<file path="config.mk">
export PLATFORM = sky130hd
export DESIGN_NAME = adc_bitslip_align_flat
export DESIGN_NICKNAME = d
export VERILOG_FILES = /design/src/rtl/adc_bitslip_align_if.sv /design/src/rtl/adc_bitslip_align.sv /design/src/flat_wrapper.sv
export SDC_FILE = /design/constraint.sdc
export NUM_CORES = 1
export LEC_CHECK = 0
export CORE_MARGIN = 8
export CORE_UTILIZATION = 45
export CTS_CLUSTER_SIZE = 25
export DETAILED_ROUTE_END_ITERATION = 10
export GPL_ROUTABILITY_DRIVEN = 0
export GPL_TIMING_DRIVEN = 0
export PLACE_DENSITY_LB_ADDON = 0.15
export SLEW_MARGIN = 20
export SYNTH_ARGS = -nofsm -noshare
export SYNTH_HDL_FRONTEND = slang
export SYNTH_SLANG_ARGS = --single-unit
</file>
<file path="constraint.sdc">
create_clock -name frame_clk -period 2.3 [get_ports frame_clk]
set_input_delay 0.345 -clock frame_clk [delete_from_list [all_inputs] [get_ports frame_clk]]
set_output_delay 0.345 -clock frame_clk [all_outputs]
set_load 0.01 [all_outputs]
</file>
<file path="src/rtl/adc_bitslip_align_if.sv">
// adc_bitslip_align_if: deserializer-side bus of the bitslip aligner.
// mismatch_cnt exists only when ALIGN_STATS_EN is defined.
interface adc_bitslip_align_if;
    logic       start;
    logic [5:0] qodd;
    logic [5:0] qevn;
    logic       bit_slip_odd;
    logic       bit_slip_evn;
    logic       busy;
    logic       locked;
    logic       align_err;
    logic [2:0] slip_cnt_odd;
    logic [2:0] slip_cnt_evn;
`ifdef ALIGN_STATS_EN
    logic [7:0] mismatch_cnt;
`endif
    modport master (
        output start, qodd, qevn,
`ifdef ALIGN_STATS_EN
        input mismatch_cnt,
`endif
        input bit_slip_odd, bit_slip_evn, busy, locked, align_err, slip_cnt_odd, slip_cnt_evn
    );
    modport slave (
        input start, qodd, qevn,
`ifdef ALIGN_STATS_EN
        output mismatch_cnt,
`endif
        output bit_slip_odd, bit_slip_evn, busy, locked, align_err, slip_cnt_odd, slip_cnt_evn
    );
endinterface

</file>
<file path="src/rtl/adc_bitslip_align.sv">
// adc_bitslip_align: two-lane ISERDES bitslip training FSM, odd lane first, then even.
// Define ALIGN_STATS_EN to add the saturating mismatch_cnt statistic.
module adc_bitslip_align #(
    parameter logic [11:0] PATTERN   = 12'h0FC,
    parameter int          WAIT_CYC  = 3,
    parameter int          MATCH_CNT = 4
) (
    input logic frame_clk,
    input logic rst_b,
    adc_bitslip_align_if.slave bus
);
    localparam logic [5:0] PAT_ODD = {PATTERN[11], PATTERN[9], PATTERN[7], PATTERN[5], PATTERN[3], PATTERN[1]};
    localparam logic [5:0] PAT_EVN = {PATTERN[10], PATTERN[8], PATTERN[6], PATTERN[4], PATTERN[2], PATTERN[0]};
    localparam logic [3:0] MC = 4'(MATCH_CNT - 1);
    localparam logic [3:0] WC = 4'(WAIT_CYC - 1);
    localparam logic [3:0] S_IDLE     = 4'd0;
    localparam logic [3:0] S_CHK_ODD  = 4'd1;
    localparam logic [3:0] S_SLIP_ODD = 4'd2;
    localparam logic [3:0] S_WAIT_ODD = 4'd3;
    localparam logic [3:0] S_CHK_EVN  = 4'd4;
    localparam logic [3:0] S_SLIP_EVN = 4'd5;
    localparam logic [3:0] S_WAIT_EVN = 4'd6;
    localparam logic [3:0] S_LOCKED   = 4'd7;
    localparam logic [3:0] S_FAIL     = 4'd8;
    logic [3:0] state, nxt, mcnt, wcnt;
    logic chk, hit, go;
    always_comb begin
        chk = state == S_CHK_ODD || state == S_CHK_EVN;
        hit = state == S_CHK_ODD ? bus.qodd == PAT_ODD : bus.qevn == PAT_EVN;
        go  = bus.start && (state == S_IDLE || state == S_LOCKED || state == S_FAIL);
        nxt = state;
        case (state)
            S_IDLE, S_LOCKED, S_FAIL: nxt = go ? S_CHK_ODD : state;
            S_CHK_ODD:  nxt = hit ? (mcnt == MC ? S_CHK_EVN : state) : bus.slip_cnt_odd < 3'd5 ? S_SLIP_ODD : S_FAIL;
            S_SLIP_ODD: nxt = S_WAIT_ODD;
            S_WAIT_ODD: nxt = wcnt == WC ? S_CHK_ODD : state;
            S_CHK_EVN:  nxt = hit ? (mcnt == MC ? S_LOCKED : state) : bus.slip_cnt_evn < 3'd5 ? S_SLIP_EVN : S_FAIL;
            S_SLIP_EVN: nxt = S_WAIT_EVN;
            S_WAIT_EVN: nxt = wcnt == WC ? S_CHK_EVN : state;
            default:    nxt = S_IDLE;
        endcase
    end
    // Outputs are registered from the next state so they line up with the state register.
    always_ff @(posedge frame_clk or negedge rst_b) begin
        if (!rst_b) begin
            state            <= S_IDLE;
            mcnt             <= '0;
            wcnt             <= '0;
            bus.bit_slip_odd <= 1'b0;
            bus.bit_slip_evn <= 1'b0;
            bus.busy         <= 1'b0;
            bus.locked       <= 1'b0;
            bus.align_err    <= 1'b0;
            bus.slip_cnt_odd <= '0;
            bus.slip_cnt_evn <= '0;
`ifdef ALIGN_STATS_EN
            bus.mismatch_cnt <= '0;
`endif
        end else begin
            state            <= nxt;
            mcnt             <= chk && hit && mcnt != MC ? mcnt + 4'd1 : 4'd0;
            wcnt             <= nxt == state && (state == S_WAIT_ODD || state == S_WAIT_EVN) ? wcnt + 4'd1 : 4'd0;
            bus.bit_slip_odd <= nxt == S_SLIP_ODD;
            bus.bit_slip_evn <= nxt == S_SLIP_EVN;
            bus.busy         <= !(nxt == S_IDLE || nxt == S_LOCKED || nxt == S_FAIL);
            bus.locked       <= nxt == S_LOCKED;
            bus.align_err    <= nxt == S_FAIL;
            bus.slip_cnt_odd <= go ? 3'd0 : bus.slip_cnt_odd + 3'(nxt == S_SLIP_ODD);
            bus.slip_cnt_evn <= go ? 3'd0 : bus.slip_cnt_evn + 3'(nxt == S_SLIP_EVN);
`ifdef ALIGN_STATS_EN
            bus.mismatch_cnt <= go ? 8'd0 : bus.mismatch_cnt + 8'(chk && !hit && bus.mismatch_cnt != 8'hFF);
`endif
        end
    end
endmodule

</file>
<file path="src/flat_wrapper.sv">
// flat-port wrapper written by rule: the top's interface ports become plain ports
module adc_bitslip_align_flat 
#(
    parameter logic [11:0] PATTERN   = 12'h0FC,
    parameter int          WAIT_CYC  = 3,
    parameter int          MATCH_CNT = 4
)
  (frame_clk, rst_b, bus_start, bus_qodd, bus_qevn, bus_bit_slip_odd, bus_bit_slip_evn, bus_busy, bus_locked, bus_align_err, bus_slip_cnt_odd, bus_slip_cnt_evn);
  adc_bitslip_align_if bus_i ();
  input logic frame_clk;
  input logic rst_b;
  input wire logic [$bits(bus_i.start)-1:0] bus_start;
  input wire logic [$bits(bus_i.qodd)-1:0] bus_qodd;
  input wire logic [$bits(bus_i.qevn)-1:0] bus_qevn;
  output wire logic [$bits(bus_i.bit_slip_odd)-1:0] bus_bit_slip_odd;
  output wire logic [$bits(bus_i.bit_slip_evn)-1:0] bus_bit_slip_evn;
  output wire logic [$bits(bus_i.busy)-1:0] bus_busy;
  output wire logic [$bits(bus_i.locked)-1:0] bus_locked;
  output wire logic [$bits(bus_i.align_err)-1:0] bus_align_err;
  output wire logic [$bits(bus_i.slip_cnt_odd)-1:0] bus_slip_cnt_odd;
  output wire logic [$bits(bus_i.slip_cnt_evn)-1:0] bus_slip_cnt_evn;
  assign bus_i.start = bus_start;
  assign bus_i.qodd = bus_qodd;
  assign bus_i.qevn = bus_qevn;
  assign bus_bit_slip_odd = bus_i.bit_slip_odd;
  assign bus_bit_slip_evn = bus_i.bit_slip_evn;
  assign bus_busy = bus_i.busy;
  assign bus_locked = bus_i.locked;
  assign bus_align_err = bus_i.align_err;
  assign bus_slip_cnt_odd = bus_i.slip_cnt_odd;
  assign bus_slip_cnt_evn = bus_i.slip_cnt_evn;
  adc_bitslip_align #(.PATTERN(PATTERN), .WAIT_CYC(WAIT_CYC), .MATCH_CNT(MATCH_CNT)) u_core (.frame_clk(frame_clk), .rst_b(rst_b), .bus(bus_i));
endmodule
</file>
After elaboration in Yosys (flattened, before gate mapping):

Index checks and enable logic that the tools add are counted.

* bits in registers: 23
* input bits: 15
* word-level logic and storage cells: 63

* $add $sub $neg: 4
* order comparisons: 2
* eq/ne operators: 18
* mux-type cells: 15
* reductions and logical operators: 14

Operators by type and width (count)
* $mux 4: 11
* $pmux 4 s7: 1
* $eq 4x3->1 const B: 6
* $eq 4x2->1 const B: 5
* $eq 6x4->1 const B: 2
* $add 4x1->4 const B: 2
* $eq 4x4->1 const B: 2
* $logic_not 4->1: 2
* $add 3x1->3: 2
* $logic_or 1x1->1: 6
* $lt 3x3->1 const B: 2
* $mux 3: 2
* $eq 4x1->1 const B: 1
* $eq 4x4->1: 1
* $logic_and 1x1->1: 4
* $ne 4x2->1 const B: 1
* $reduce_or 3->1: 1
* $logic_not 1->1: 1
* $mux 1: 1

Logic depth before layout (Yosys ltp):

* depth after elaboration: 10
* gate-level depth with buffers: 9

Worst setup path after synthesis:

Ideal clock, no wire load.

* kind: flip-flop to flip-flop
* start: reg u_core.state[3]
* end: reg u_core.bus.slip_cnt_evn[1]
* library setup time: 0.119 ns
* data arrival time: 2.018 ns
* data required time: 2.181 ns
* setup slack: 0.163 ns
* stages on the path, launching flop included: 8
* path buffers: 0
* period minus slack after synthesis: 2.137 ns
* path through: dfrtp_1 or4b_4 nor4b_4 or3_4 inv_1 ha_1 ha_1 and2_1

* word-level cells in the longest chain between the ends: 9

RTL lines
* start: declaration: line adc_bitslip_align.sv:25 `logic [3:0] state, nxt, mcnt, wcnt;`
* start signal: assignment: line adc_bitslip_align.sv:60 `state <= nxt;`
* $eq 4x3->1 / $logic_not 4->1 (equally long branches): line adc_bitslip_align.sv:30, adc_bitslip_align.sv:32
* $logic_or 1x1->1 (2 in a row): line adc_bitslip_align.sv:30 `go = bus.start && (state == S_IDLE || state == S_LOCKED || state == S_FAIL);`
* $logic_and 1x1->1: line adc_bitslip_align.sv:30
* $mux 4: line adc_bitslip_align.sv:33 `S_IDLE, S_LOCKED, S_FAIL: nxt = go ? S_CHK_ODD : state;`
* $pmux 4 s7: line adc_bitslip_align.sv:32 `case (state)`
* $eq 4x3->1: line adc_bitslip_align.sv:69 `bus.slip_cnt_evn <= go ? 3'd0 : bus.slip_cnt_evn + 3'(nxt == S_SLIP_EVN);`
* $add 3x1->3: line adc_bitslip_align.sv:69
* $mux 3 *: line adc_bitslip_align.sv:69
* end signal: assignment: line adc_bitslip_align.sv:69
* end: declaration: line adc_bitslip_align_if.sv:29 `output bit_slip_odd, bit_slip_evn, busy, locked, align_err, slip_cnt_odd, slip_cnt_evn`

Every way passes the cells marked *; elsewhere a longest branch is shown, timed or not.

Final worst setup path:

* start: reg u_core.state[1]
* end: reg u_core.bus.slip_cnt_evn[2]

Same word-level chain as after synthesis.

==> summary.log <==
INFO  outcome        outcome=finished with violations
INFO  outcome        violations_in_the_final_reports=negative hold slack
INFO  clock_network  clock_sink_count=23
INFO  timing         period_needed=2.22ns
INFO  clock_network  clkLatencyLatePin=0.31ns
INFO  synth          synth_edf_count=0
INFO  synth          syn-mean-instance-area=10.9µm²
INFO  detailed_routing dr_total_vias=934
INFO  timing         setup-violations-final=0
INFO  floorplanning  die_area=4600µm²
INFO  timing         hold_vio_cnt_final=23
INFO  setup_path     max_stage_delay=0.59ns
INFO  timing         min_period_over_period=0.965
INFO  global_route   global_route_wire_length_before_repair=4130µm
INFO  setup_path     worstSetupEndpointType=flip-flop
INFO  power          finalPower=1.47mW
INFO  cells_and_area post_route_cells_drive_above_1_share=0.136
INFO  clock_network  tritoncts_clock_tree=done
INFO  detailed_routing number_of_violations_reported_at_the_end_of_detailed_routing_iteration_0=26
INFO  cells_and_area final_nets=163
INFO  clock_network  worst_path_clk_slew=0.13ns
INFO  synth          async_reset_ff_frac=1.00
INFO  clock_network  cts_max_level=1
INFO  setup_path     critical_path.top_delay_family=simple AND/OR/NAND/NOR gates
INFO  power          power.leakage=0.661nW
INFO  power          peakVddDrop=0.000663V
INFO  synth          yosysMostFrequentCell=sky130_fd_sc_hd__dfrtp_1
INFO  floorplanning  boundaryPins=26
INFO  floorplanning  floorplan.initialDensity=0.454
INFO  clock_network  cts-buffers-inserted=3
INFO  setup_path     startpoint_type=flip-flop
INFO  power          power.density_cell_area=958nW/µm²
INFO  global_route   grt_start_max_net_pins=24
INFO  synth          synthesis.nets=133
INFO  synth          netlist-cell-type-count=40
INFO  floorplanning  floorplan.die.height=67.9µm
INFO  detailed_routing via_per_inst=5.46
INFO  synth          synth_top_area_frac=0.476
INFO  detailed_routing routedWlPerCell=14.5µm
INFO  floorplanning  core_area=2660µm²
INFO  clock_network  hold_bufs_at_cts=0
INFO  timing         setup_tns=0ns
INFO  timing         layout_skew=0.00392ns
INFO  synth          synthCells=111
INFO  setup_path     crit_path_frequent_cell=sky130_fd_sc_hd__ha_1
INFO  global_route   track_usage=0.115
INFO  setup_path     critPathMaxFanout=4
INFO  global_route   grt_pass1_vias=964
INFO  setup_path     cp.required=2.50ns
INFO  synth          synth_area=1210µm²
INFO  cells_and_area finish.instance_area=1530µm²
INFO  synth          most_frequent_cells_after_synthesis=23 x sky130_fd_sc_hd__dfrtp_1, 7 x sky130_fd_sc_hd__ha_1
INFO  global_route   antenna_found_initial=0
INFO  setup_path     cp_num_buf_inv=1
INFO  global_route   total_overflow_reported_by_the_global_router=0
INFO  placed_design  placed_cell_area=1490µm²
INFO  detailed_routing first_pass_iters=4
INFO  synth          seq_total_area_yosys=0.476
INFO  detailed_routing antenna_viol_nets_final=0
INFO  synth          ys_ff_latch=23
INFO  setup_path     critPathKind=flip-flop to flip-flop
INFO  timing         hold_ws=-0.0334ns
INFO  detailed_routing remaining_drc_errors=0
INFO  placed_design  post-dp-hpwl=1890µm
INFO  synth          yosys.area.top_type=sky130_fd_sc_hd__dfrtp_1
INFO  synth          dominantRegCellSynth=sky130_fd_sc_hd__dfrtp_1
INFO  floorplanning  rows=19
INFO  setup_path     worstPathCellList=or4b_4 -> nor4b_4 -> or3_4 -> inv_2 -> ha_1 -> ha_1 -> xnor2_1 -> a21oi_1
INFO  setup_path     slowest_stage_cell_on_the_critical_path=sky130_fd_sc_hd__or4b_4
INFO  timing         finalMaxSlewViolations=0
INFO  hold_path      hold_path_class=input port to async pin
INFO  timing         max_clock_freq=0.450GHz
INFO  synth          synth_warn=0
INFO  synth          synthTopCellsByArea=sky130_fd_sc_hd__dfrtp_1 48%, sky130_fd_sc_hd__ha_1 7.2%, sky130_fd_sc_hd__xnor2_1 3.6%, sky130_fd_sc_hd__and2_1 2.6%, sky130_fd_sc_hd__nor3_1 2.5%
INFO  timing         tightestPinTransition=0.760ns
INFO  cells_and_area layout-area-overhead-vs-synth=26.8%
INFO  timing         slew_headroom=0.487
INFO  clock_network  ctsRootBufferMaster=sky130_fd_sc_hd__clkbuf_4
INFO  clock_network  clockBufferDepth=2
INFO  floorplanning  die_width=67.9µm
INFO  cells_and_area antenna_cells=0
INFO  setup_path     cp.arrival=2.42ns
INFO  job            max-cap-violations=0
INFO  detailed_routing drt_wl_total=2470µm
INFO  placed_design  portBuffers=24
-- layout by cell type (no fill, tap or decap), types with 3 or more instances in the layout --
cell type,n
sky130_fd_sc_hd__nand2_1,6
sky130_fd_sc_hd__nand3_1,3
sky130_fd_sc_hd__clkbuf_1,3
sky130_fd_sc_hd__inv_1,5
sky130_fd_sc_hd__xnor2_1,5
sky130_fd_sc_hd__nor3_1,6
sky130_fd_sc_hd__ha_1,7
sky130_fd_sc_hd__a21oi_1,3
sky130_fd_sc_hd__nor2_1,6
sky130_fd_sc_hd__clkbuf_4,3
sky130_fd_sc_hd__and2_1,5
sky130_fd_sc_hd__dfrtp_1,22
sky130_fd_sc_hd__clkdlybuf4s50_1,23
-- final timing paths --
kind / from / endpoint / slack [ns] / cells after the start
worst max-delay path: u_core.state[1] / u_core.bus.slip_cnt_evn[2] / 0.08 / 8
worst min-delay path: rst_b / u_core.wcnt[0] / -0.03 / 1
worst max register to register: u_core.state[1] / u_core.bus.slip_cnt_evn[2] / 0.08 / 8
worst min register to register: u_core.mcnt[0] / u_core.mcnt[0] / 0.49 / 1
max in group asynchronous: rst_b / u_core.state[3] / 1.98 / 1
min in group frame_clk: bus_start / u_core.bus.slip_cnt_evn[2] / 0.39 / 2
-- per-layer routing --
layer / GRT usage / up-vias / part of all wire
li1: - / 463 / -
met1: 0.136 / 454 / 0.40
met3: 0.0360 / 4 / 0.055
met2: 0.194 / 13 / 0.53
met4: 0.0384 / 0 / 0.015
met5: 0 / - / 0
-- area by class of cell --
class / count / area [µm²]
well taps: 31 / 38.8
inverters: 6 / 22.5
clock buffers: 3 / 22.5
plain buffers: 4 / 16.3
repair buffers: 25 / 243
clock inverters: 1 / 7.51
multi-input cells: 78 / 607
flip-flops and latches: 23 / 577
fillers: 243 / 1130
-- kinds of logic after synthesis --
group | Yosys count | share of synthesized area
AND/OR/NAND/NOR | 46 | 0.264
adder cells (fa/ha/maj) | 7 | 0.0724
buffers and inverters | 10 | 0.0321
AO/OA/AOI/OAI | 18 | 0.105
XOR/XNOR | 7 | 0.0507
flip-flops | 23 | 0.476
-- through the flow --
stage / cells / utilization / setup WS (ns) / hold slack, ns
after global placement: 166 / 0.559 / -0.0229 / 0.463
final: 171 / 0.576 / 0.0799 / -0.0334
after global routing: 171 / 0.576 / -0.0366 / 0.00216
after detailed placement: 166 / 0.559 / -0.0196 / 0.475
after floorplan: 111 / - / 0.163 / 0.0494
after CTS: 170 / 0.570 / 0.00265 / 0.376
-- power by group --
group,internal [mW],switching (mW),total (mW)
clock network,0.0664,0.128,0.195
registers,0.511,0.0727,0.584
logic,0.333,0.359,0.691
-- flip-flops by register name, indices dropped and copies added, names as in the netlist --
| register | cells |
|---|---|
| u_core.bus.align_err | 1 |
| u_core.state | 4 |
| u_core.bus.busy | 1 |
| u_core.mcnt | 4 |
| u_core.bus.bit_slip_odd | 1 |
| u_core.bus.slip_cnt_odd | 3 |
| u_core.bus.slip_cnt_evn | 3 |
| u_core.bus.locked | 1 |
| u_core.bus.bit_slip_evn | 1 |
| u_core.wcnt | 4 |
-- repair_timing --
item                                    in CTS  in global routing
endpoints found under the setup margin       0                  3
gates resized for setup                      0                  4
setup buffers                                0                  1
Note: power is estimated with default switching activity, not from simulation.
==> edit, RTL diff (same flow settings) <==
Make the reset (`rst_b`) synchronous in one clocked block.
--- a/src/rtl/adc_bitslip_align.sv
+++ b/src/rtl/adc_bitslip_align.sv
@@ -41,7 +41,7 @@
         endcase
     end
     // Outputs are registered from the next state so they line up with the state register.
-    always_ff @(posedge frame_clk or negedge rst_b) begin
+    always_ff @(posedge frame_clk) begin
         if (!rst_b) begin
             state            <= S_IDLE;
             mcnt             <= '0;
Behaviour: differs if rst_b is asserted again (counterexample within 4 cycles, from zero or initial values and one cycle with rst_b low); with rst_b held inactive, the same outputs for 10 cycles.
==> edit against the unedited design <==
- count of clock-buffer cells in the layout up 1
- worst setup slack worse by 0.0031 ns
- maximum frequency down 0.14%
- via count up 0.54%
- sequential cell count unchanged
- critical path type unchanged
- routed wire length down 2.4%
- area after synthesis down 6.2%
- global-route usage up 0.98 points
- final area down 3.8%
- core utilization up 3.0 points
Power is not compared: it rests on default switching activity, and its combinational part moved more than twofold at a synthesized area within 25%.
==> edit: results (changes against the unedited design) <==
* Run status: complete, no violations
* Critical path fanouts, max at 9 (+5)
* Post-Synthesis Net Count at 142 (+6.8%)
* Largest cells by area after synthesis: dfxtp_1 (41%), ha_1 (7.7%), nor2_1 (5.3%)
* PortBufs at 25 (+4.2%)
* Main flop type after synthesis: dfxtp_1
* Initial DRC count at 20 (-23%)
* NumNets Final at 173 (+6.1%)
* Synth cell types at 42 (+5.0%)
* Worst Skew at 0.00875 ns (+0.00483 ns)
* Routed vias/inst at 5.22 (-4.5%)
* Syn_area_per_cell at 9.46 um2 (-13%)
* First-pass GRT wire length at 4.33 mm (+4.8%)
* Async S/R FF share, synth at 0 (-1.00)
* Vias post-DR at 939 (+0.54%)
* Largest net degree at the start of global routing at 13 (-46%)
* Most instantiated cells after synthesis: dfxtp_1 (23), nor2_1 (16), ha_1 (7)
* Total track usage at 0.125 (+0.00983)
* Worst flop-to-flop path startpoint: u_core.state[2]
* Fill cells at 210 (-14%)
* Worst Hold Class: register to register
* Share of layout cells above drive strength 1 at 0.167 (+0.0310)
* R2r endpoint: u_core.bus.slip_cnt_evn[1]
* Sequential area share after synthesis at 0.406 (-0.0700)
* DP HPWL at 1.93 mm (+2.0%)
[edit: critical path: cells and delay by family (launching register included)]
| kind | cells | cell delay, ns |
|---|---|---|
| buffers and inverters | 2 | 0.18 |
| flip-flops | 1 | 0.34 |
| adder cells (fa/ha/maj) | 2 | 0.43 |
| AND/OR/NAND/NOR | 4 | 1.18 |
[edit: timing repair]
action,in CTS,in global routing
setup endpoints to repair,0,2
resized for setup,0,6
setup buffers,0,2
[edit: how the worst max path moves through the flow]
| stage | start | to | slack (ns) | cells after the start |
|---|---|---|---|---|
| final | u_core.state[2] | u_core.bus.slip_cnt_evn[1] | 0.08 | 8 |
| after global routing | u_core.state[2] | u_core.bus.slip_cnt_evn[2] | -0.01 | 9 |
| after detailed placement | bus_qodd[4] | u_core.bus.slip_cnt_evn[1] | -0.08 | 8 |
| after CTS | u_core.state[1] | u_core.bus.slip_cnt_evn[1] | 0.02 | 8 |
| after floorplan | u_core.state[2] | u_core.bus.slip_cnt_evn[1] | 0.16 | 8 |
| after global placement | bus_qodd[4] | u_core.bus.slip_cnt_evn[1] | -0.06 | 8 |
[edit: routing by layer]
layer  up-vias  routed length (um)  GRT usage
li1        481                   -          -
met1       440                1030      0.134
met2        14                1230      0.223
met3         4                 124     0.0322
met4         0                  33     0.0533
met5         -                   0          0
[edit: cells by family (layout without fill, tap and decap cells)]
| kind of cell | Yosys count | after routing | share of synthesized area |
|---|---|---|---|
| AO/OA/AOI/OAI | 19 | 19 | 0.126 |
| XOR/XNOR | 7 | 7 | 0.0540 |
| adder cells (fa/ha/maj) | 7 | 7 | 0.0772 |
| buffers and inverters | 9 | 39 | 0.0408 |
| flip-flops | 23 | 23 | 0.406 |
| AND/OR/NAND/NOR | 55 | 55 | 0.297 |
[edit: area by class of cell]
| class | count | area (um2) | share of cell area |
|---|---|---|---|
| timing repair buffer | 27 | 265 | 0.180 |
| tap | 30 | 37.5 | 0.0254 |
| buffer | 3 | 26.3 | 0.0178 |
| clock buffer | 4 | 26.3 | 0.0178 |
| multi-input combinational | 88 | 638 | 0.433 |
| inverter | 5 | 18.8 | 0.0127 |
| sequential | 23 | 463 | 0.314 |
[edit: power breakdown]
group	switching (mW)	internal (mW)
clock	0.118	0.0676
combinational	0.0520	0.0668
sequential	0.00923	0.410
total	0.180	0.544
[edit: stage by stage]
stage / setup slack (ns) / TNS [ns]
3_3_place_gp: -0.0554 / -0.0832
5_1_grt: -0.0144 / -0.0144
6_report: 0.0768 / 0
4_1_cts: 0.0179 / 0
3_5_place_dp: -0.0761 / -0.117
2_1_floorplan: 0.163 / 0
